<file path="src/rtl/cpu_pkg.sv">
// Shared CPU types and constants.
// Fetch FSM encoding, XLEN and the NOP/EBREAK encodings.
package cpu_pkg;

  localparam int XLEN = 32;

  localparam logic [31:0] NOP_INST    = 32'h0000_0013;
  localparam logic [31:0] EBREAK_INST = 32'h0010_0073;

  typedef enum logic {
    RUN  = 1'b0,
    HALT = 1'b1
  } fetch_st_e;

endpackage

</file>
<file path="src/rtl/if_id_reg.sv">
// IF/ID pipeline register with load, hold and flush.
// Flush wins over hold; load is ignored while flushing.
module if_id_reg
  import cpu_pkg::*;
#(
  parameter int W = 32
) (
  input  logic         clk,
  input  logic         rstn,
  input  logic         i_load,
  input  logic         i_flush,
  input  logic [W-1:0] i_pc,
  input  logic [W-1:0] i_inst,
  output logic         o_valid,
  output logic [W-1:0] o_pc,
  output logic [W-1:0] o_inst
);

  logic         r_valid;
  logic [W-1:0] r_pc;
  logic [W-1:0] r_inst;

  always_ff @(posedge clk or negedge rstn) begin
    if (!rstn) begin
      r_valid <= 1'b0;
      r_pc    <= '0;
      r_inst  <= W'(NOP_INST);
    end else if (i_flush) begin
      r_valid <= 1'b0;
      r_pc    <= '0;
      r_inst  <= W'(NOP_INST);
    end else if (i_load) begin
      r_valid <= 1'b1;
      r_pc    <= i_pc;
      r_inst  <= i_inst;
    end
  end

  assign o_valid = r_valid;
  assign o_pc    = r_pc;
  assign o_inst  = r_inst;

endmodule

</file>
<file path="src/rtl/if_stage.sv">
// Instruction fetch: PC, next-PC select, halt FSM, IF/ID register.
// IF_PERF_CNT_EN adds saturating fetch/stall counters.
module if_stage
  import cpu_pkg::*;
#(
  parameter logic [31:0] RESET_PC = 32'h0000_0000,
  parameter int          XLEN     = 32
) (
  input  logic            clk,
  input  logic            rstn,
  input  logic            stall,
  input  logic            redirect,
  input  logic [XLEN-1:0] redirect_pc,
  input  logic [XLEN-1:0] inst_in,
  output logic [XLEN-1:0] PC_out,
  output logic            IF_ID_valid,
  output logic [XLEN-1:0] IF_ID_PC,
  output logic [XLEN-1:0] IF_ID_Inst,
  output logic            halted,
`ifdef IF_PERF_CNT_EN
  output logic [31:0]     fetch_cnt,
  output logic [31:0]     stall_cnt,
`endif
  output logic            misalign
);

  fetch_st_e       r_state;
  fetch_st_e       w_nstate;
  logic [XLEN-1:0] r_pc;
  logic [XLEN-1:0] w_pc_nxt;
  logic            r_mis;
  logic            w_mis;
  logic            w_load;
  logic            w_flush;
  logic            w_adv;
  logic            w_stl;
  logic            w_ebrk;

  assign w_ebrk = IF_ID_valid &&
                  (IF_ID_Inst == XLEN'(EBREAK_INST));

  always_ff @(posedge clk or negedge rstn) begin
    if (!rstn) begin
      r_state <= RUN;
      r_pc    <= XLEN'(RESET_PC);
      r_mis   <= 1'b0;
    end else begin
      r_state <= w_nstate;
      r_pc    <= w_pc_nxt;
      r_mis   <= r_mis | w_mis;
    end
  end

  // Redirect > stall > EBREAK halt > advance.
  always_comb begin
    w_nstate = r_state;
    w_pc_nxt = r_pc;
    w_load   = 1'b0;
    w_flush  = 1'b0;
    w_adv    = 1'b0;
    w_stl    = 1'b0;
    w_mis    = 1'b0;
    if (r_state == RUN) begin
      if (redirect) begin
        w_pc_nxt = {redirect_pc[XLEN-1:2], 2'b00};
        w_flush  = 1'b1;
        w_mis    = |redirect_pc[1:0];
      end else if (stall) begin
        w_stl = 1'b1;
      end else if (w_ebrk) begin
        w_flush  = 1'b1;
        w_nstate = HALT;
      end else begin
        w_pc_nxt = r_pc + XLEN'(4);
        w_load   = 1'b1;
        w_adv    = 1'b1;
      end
    end
  end

  if_id_reg #(
    .W(XLEN)
  ) u_if_id (
    .clk    (clk),
    .rstn   (rstn),
    .i_load (w_load),
    .i_flush(w_flush),
    .i_pc   (r_pc),
    .i_inst (inst_in),
    .o_valid(IF_ID_valid),
    .o_pc   (IF_ID_PC),
    .o_inst (IF_ID_Inst)
  );

  assign PC_out   = r_pc;
  assign halted   = (r_state == HALT);
  assign misalign = r_mis;

`ifdef IF_PERF_CNT_EN
  logic [31:0] r_fcnt;
  logic [31:0] r_scnt;

  always_ff @(posedge clk or negedge rstn) begin
    if (!rstn) begin
      r_fcnt <= '0;
      r_scnt <= '0;
    end else begin
      if (w_adv && (r_fcnt != 32'hFFFF_FFFF))
        r_fcnt <= r_fcnt + 32'd1;
      if (w_stl && (r_scnt != 32'hFFFF_FFFF))
        r_scnt <= r_scnt + 32'd1;
    end
  end

  assign fetch_cnt = r_fcnt;
  assign stall_cnt = r_scnt;
`endif

endmodule

</file>
<file path="config.mk">
export PLATFORM = sky130hd
export DESIGN_NAME = if_stage
export DESIGN_NICKNAME = d
export VERILOG_FILES = /design/src/rtl/cpu_pkg.sv /design/src/rtl/if_id_reg.sv /design/src/rtl/if_stage.sv
export SDC_FILE = /design/constraint.sdc
export NUM_CORES = 1
export LEC_CHECK = 0
export BUFFER_PORTS_ARGS = -buffer_cell sky130_fd_sc_hd__buf_2
export CORE_ASPECT_RATIO = 1.1
export CORE_MARGIN = 2
export CORE_UTILIZATION = 39
export DETAILED_ROUTE_END_ITERATION = 7
export HOLD_SLACK_MARGIN = 0.06
export PLACE_DENSITY = 0.7
export SLEW_MARGIN = 20
export SYNTH_ARGS = -nofsm -noshare
export SYNTH_HDL_FRONTEND = slang
export SYNTH_SLANG_ARGS = --single-unit
</file>
<file path="constraint.sdc">
create_clock -name clk -period 5.55 [get_ports clk]
set_input_delay 0.555 -clock clk [delete_from_list [all_inputs] [get_ports clk]]
set_output_delay 0.555 -clock clk [all_outputs]
set_load 0.03 [all_outputs]
</file>
== Yosys cells after proc, flatten, opt, wreduce, memory -nomap -nowiden ==
Cells that the tools add are included.
Storage, ports and cells
  flip-flop bits (word level): 99
Cells by class
  $add $sub $neg: 1
  equality and inequality tests: 3
  muxes and demuxes: 21
  bitwise gates (word level): 2
  reductions and logical operators: 4
Operators by type and width (number)
  $mux W32: 7
  $add A32 B3 Y32 const B: 1
  $eq A32 B21 Y1 const B: 1
  $mux W1: 14
  $reduce_and A3 Y1: 1
  $ne A2 B1 Y1 const B: 1
  $ne A2 B2 Y1 const B: 1
  $reduce_bool A2 Y1: 1
  $reduce_or A2 Y1: 1
  $logic_and A1 B1 Y1: 1
  $not A1 Y1: 1
  $or A1 B1 Y1: 1

== Logic depth before layout (Yosys ltp) ==
  word-level depth: 8
  gate-level depth with buffers: 7

== Hierarchy ==
From an unflattened synthesis, not the netlist that was laid out.
Unflattened totals
  cell total of the unflattened synthesis: 473
  area total of the unflattened synthesis: 4834.6 µm²
By module, submodules not included
  if_id_reg: times used 1, cells each 210, area an instance 2688.8 µm², seq. area each 1630.3 µm²
  if_stage: times used 1, cells each 263, area an instance 2145.8 µm², seq. area each 800.8 µm²

== Worst setup path before layout ==
Ideal clock, no wire load.
  path kind: reg-to-reg
  start point: reg r_pc[2] (netlist: PC_out[2])
  end point: reg r_pc[26] (netlist: PC_out[26])
  setup time: 0.127 ns
  arrival time: 2.029 ns
  path slack: 3.394 ns
  cell stages (with the launch flop): 7
  buffers on the path: 0
  cells stage by stage: dfrtp_1 -> ha_1 -> nand3_1 -> or4_1 -> nor3_1 -> xnor2_1 -> a21oi_1
On the way
  longest elaborated chain between the ends: 4
Ends and longest elaborated chain
  start, declared: line if_stage.sv:29  | logic [XLEN-1:0] r_pc;
  start signal, assigned: line if_stage.sv:45  | r_pc <= XLEN'(RESET_PC);
  start signal, assigned: line if_stage.sv:49  | r_pc <= w_pc_nxt;
  $add A32 B3 Y32: line if_stage.sv:74  | w_pc_nxt = r_pc + XLEN'(4);
  $mux W32: line if_stage.sv:70  | end else if (w_ebrk) begin
  $mux W32: line if_stage.sv:68  | end else if (stall) begin
  $mux W32: line if_stage.sv:64  | if (redirect) begin
No other way between the ends. The select of a mux whose other input is x is not followed.
A chain may end at the register's enable or synchronous reset.

== Worst setup path after layout ==
  start point: reg u_if_id.r_inst[9] (netlist: u_if_id.o_inst[9])
  end point: reg r_pc[29] (netlist: PC_out[29])
On the way
  longest elaborated chain between the ends: 4
Ends and longest elaborated chain
  start, declared: line if_id_reg.sv:21  | logic [W-1:0] r_inst;
  start signal, assigned: line if_id_reg.sv:27  | r_inst <= W'(NOP_INST);
  start signal, assigned: line if_id_reg.sv:31  | r_inst <= W'(NOP_INST);
  start signal, assigned: line if_id_reg.sv:35  | r_inst <= i_inst;
  $eq A32 B21 Y1: line if_stage.sv:40  | (IF_ID_Inst == XLEN'(EBREAK_INST));
  $logic_and A1 B1 Y1: line if_stage.sv:39  | assign w_ebrk = IF_ID_valid &&
  $ne A2 B2 Y1 (no line)
  $reduce_and A3 Y1 (no line)
No other way between the ends.

==> results.py <==
metrics = {
    "worst_setup_path": {
        "crit_path_max_incr_delay_ns": 0.91,
        "start_kind": "register",
        "crit_slowest_cell": "o41ai_4",
        "critPathKind": "register to register",
        "path_max_fanout": 17,
        "cp.arrival_ns": 3.23,
        "endpoint_kind": "register",
        "crit_family": "compound AO/OA/AOI/OAI gates",
        "worst_ep_required_time_ns": 5.78,
        "crit_buf_inv": 1,
        "cp_cell_sequence": "nor4b_1 > nand4_1 > o41ai_4 > buf_4 > nor4_1 > a211o_1",
    },
    "cells_and_area": {
        "fin_nets": 633,
        "antenna_cells": 0,
        "postLayoutCellArea_sq_um": 5790,
        "final_cell_mix": "163 x buf_2, 93 x dfrtp_1, 56 x a22o_1",
        "final_common_cell": "buf_2",
        "drive_gt1_frac": 0.355,
        "area_delta_synth_final_pct": 28.2,
    },
    "global_route": {
        "grtUsageTotal": 0.228,
        "grt_first_pass_wirelength_um": 22100,
        "grt_antenna_before_repair": 0,
        "grt_pass1_vias": 4074,
        "grt-ovfl-total": 0,
        "grt_max_degree": 54,
    },
    "timing": {
        "drv_slew": 0,
        "finClkSkew_ns": 0.0102,
        "tns_ns": 0,
        "hold_violations": 0,
        "finalCritPeriodShare": 0.539,
        "fmax_ghz": 0.334,
        "period_minus_slack_ns": 2.99,
        "tightest_slew_ns": 0.895,
        "setup_viol": 0,
        "grt_setup_unrepaired": "false",
        "worst_slack_ns": 2.56,
        "slew_headroom": 0.401,
    },
    "placed_design": {
        "dp.final_hpwl_um": 9970,
        "dpl_worst_slack_ns": 2.29,
        "dpl-instance-area_sq_um": 5420,
        "portBuffers": 164,
        "gp_congestion": 0.900,
    },
    "power_and_ir_drop": {
        "switching_share": 0.305,
        "total_power_mw": 1.97,
        "clock_power_share": 0.384,
        "seqPwrFrac": 0.425,
        "power_switching_uw": 602,
        "powerDensity_nw_per_um2": 341,
        "internal_power_mw": 1.37,
        "p_comb_frac": 0.191,
        "max-vdd-ir-drop_uv": 181,
        "p_leak_nw": 2.82,
    },
    "yosys": {
        "synth-edff-count": 0,
        "syn_inst": 417,
        "synth_top_flop_cell": "dfrtp_1",
        "syn_area_per_cell_sq_um": 10.8,
        "ys_warn_count": 0,
        "yosysSeqAreaShare": 0.533,
        "async_reset_ff_frac": 1.00,
        "synth_area_sq_um": 4510,
        "ys_types": 61,
        "synth.ff_latch_count": 96,
    },
    "route": {
        "finalWirelength_um": 13900,
        "drt_iter0_markers": 337,
        "drc": 0,
        "num_vias": 4262,
        "wl_per_cell_um": 19.4,
        "ant_nets": 0,
        "post_drt_via_cell_ratio": 5.93,
        "dr.pass1.iters": 5,
    },
    "clock_network": {
        "clk_latency_ns": 0.35,
        "cts_hold_buf": 0,
        "cts-root-buf": "clkbuf_16",
        "cts_sinks": 96,
        "cts_setup_buffers": 0,
        "numCtsBuffers": 9,
        "clockBufferDepth": 2,
        "cts_tree": "built",
        "h-tree-depth": 3,
        "cts_resized": 0,
        "clk_pin_slew_worst_paths_ns": 0.07,
    },
    "floorplanning": {
        "die_w_um": 107,
        "dieHeight_um": 117,
        "ios": 167,
        "rows": 41,
        "initial_core_util": 0.396,
        "die-area_sq_um": 12500,
        "core_area_sq_um": 11400,
    },
    "hold_path": {
        "min_path_type": "input port to async pin",
    },
    "flow_run": {
        "cap_violations": 0,
    },
    "run_status": {
        "status": "finished clean",
    },
}
==> state kept, by name, indices dropped and copies added, names as in the netlist <==
name and flops:
PC_out 30, halted 1, misalign 1, u_if_id.o_inst 32, u_if_id.o_pc 31, u_if_id.o_valid 1
==> stage by stage <==
stage	std cells	hold slack, ns	util
detailed placement	703	0.480	0.476
floorplan	418	0.259	-
global placement	703	0.453	0.476
CTS	719	0.218	0.508
finish	719	0.192	0.508
global route	719	0.232	0.508
==> power by group through the flow <==
| stage | logic [mW] | registers [mW] | clock network (mW) |
|---|---|---|---|
| final | 0.376 | 0.838 | 0.757 |
| after global routing | 0.405 | 0.849 | 0.805 |
| after CTS | 0.378 | 0.837 | 0.769 |
| after detailed placement | 0.377 | 0.850 | 0 |
| after global placement | 0.371 | 0.847 | 0 |
| after floorplan | 0.137 | 0.941 | 0 |
==> final cells by class <==
type | count | area, sq um
Sequential cell | 96 | 2410
Clock buffer | 9 | 225
Fill cell | 1075 | 5600
Timing Repair Buffer | 169 | 861
Inverter | 4 | 15.0
Tap cell | 150 | 188
Multi-Input combinational cell | 284 | 1950
Clock inverter | 7 | 143
==> per-layer routing <==
layer / GRT usage / vias up / part of all wire
met5: 0 / - / 0
met2: 0.369 / 187 / 0.50
li1: - / 1925 / -
met1: 0.309 / 2128 / 0.41
met4: 0.0944 / 0 / 0.022
met3: 0.0382 / 22 / 0.060
==> Yosys cell counts (all sizes together), types with 6 or more instances <==
library cell / count / area, sq um
a22oi: 10 / 75.1
nor2: 25 / 93.8
buf: 20 / 110
or4: 6 / 48.8
a31oi: 6 / 37.5
clkbuf: 14 / 52.6
nand3: 24 / 120
a21oi: 8 / 43.8
and3: 8 / 50.1
and2: 6 / 37.5
nor4: 11 / 90.1
a22o: 56 / 490
nand4: 10 / 77.6
o21ai: 16 / 80.1
dfrtp: 93 / 2330
nand2: 23 / 86.3
nor3: 12 / 60.1
==> path summary, 6_finish.rpt <==
kind / start / to / slack (ns) / cells after the start
max reg2reg: u_if_id.o_inst[9]$_DFFE_PN0P_ / PC_out[29]$_DFFE_PN0P_ / 2.56 / 6
max in group asynchronous: rstn / u_if_id.o_pc[17]$_DFFE_PN0P_ / 4.24 / 2
min in group clk: inst_in[14] / u_if_id.o_inst[14]$_DFFE_PN0P_ / 0.42 / 2
min: rstn / u_if_id.o_pc[8]$_DFFE_PN0P_ / 0.19 / 1
min reg2reg: u_if_id.o_pc[28]$_DFFE_PN0P_ / u_if_id.o_pc[28]$_DFFE_PN0P_ / 0.49 / 2
max: u_if_id.o_inst[9]$_DFFE_PN0P_ / PC_out[29]$_DFFE_PN0P_ / 2.56 / 6
==> cell families after synthesis <==
kind of cell | count (synthesis) | synth area share
AO/OA/AOI/OAI | 137 | 0.241
XOR/XNOR | 1 | 0.00194
other | 1 | 0.000831
multiplexers | 2 | 0.00443
buffers and inverters | 38 | 0.0394
AND/OR/NAND/NOR | 141 | 0.177
adder cells (fa/ha/maj) | 1 | 0.00277
flip-flops | 96 | 0.533
No activity file was read; power rests on OpenSTA's default activity.
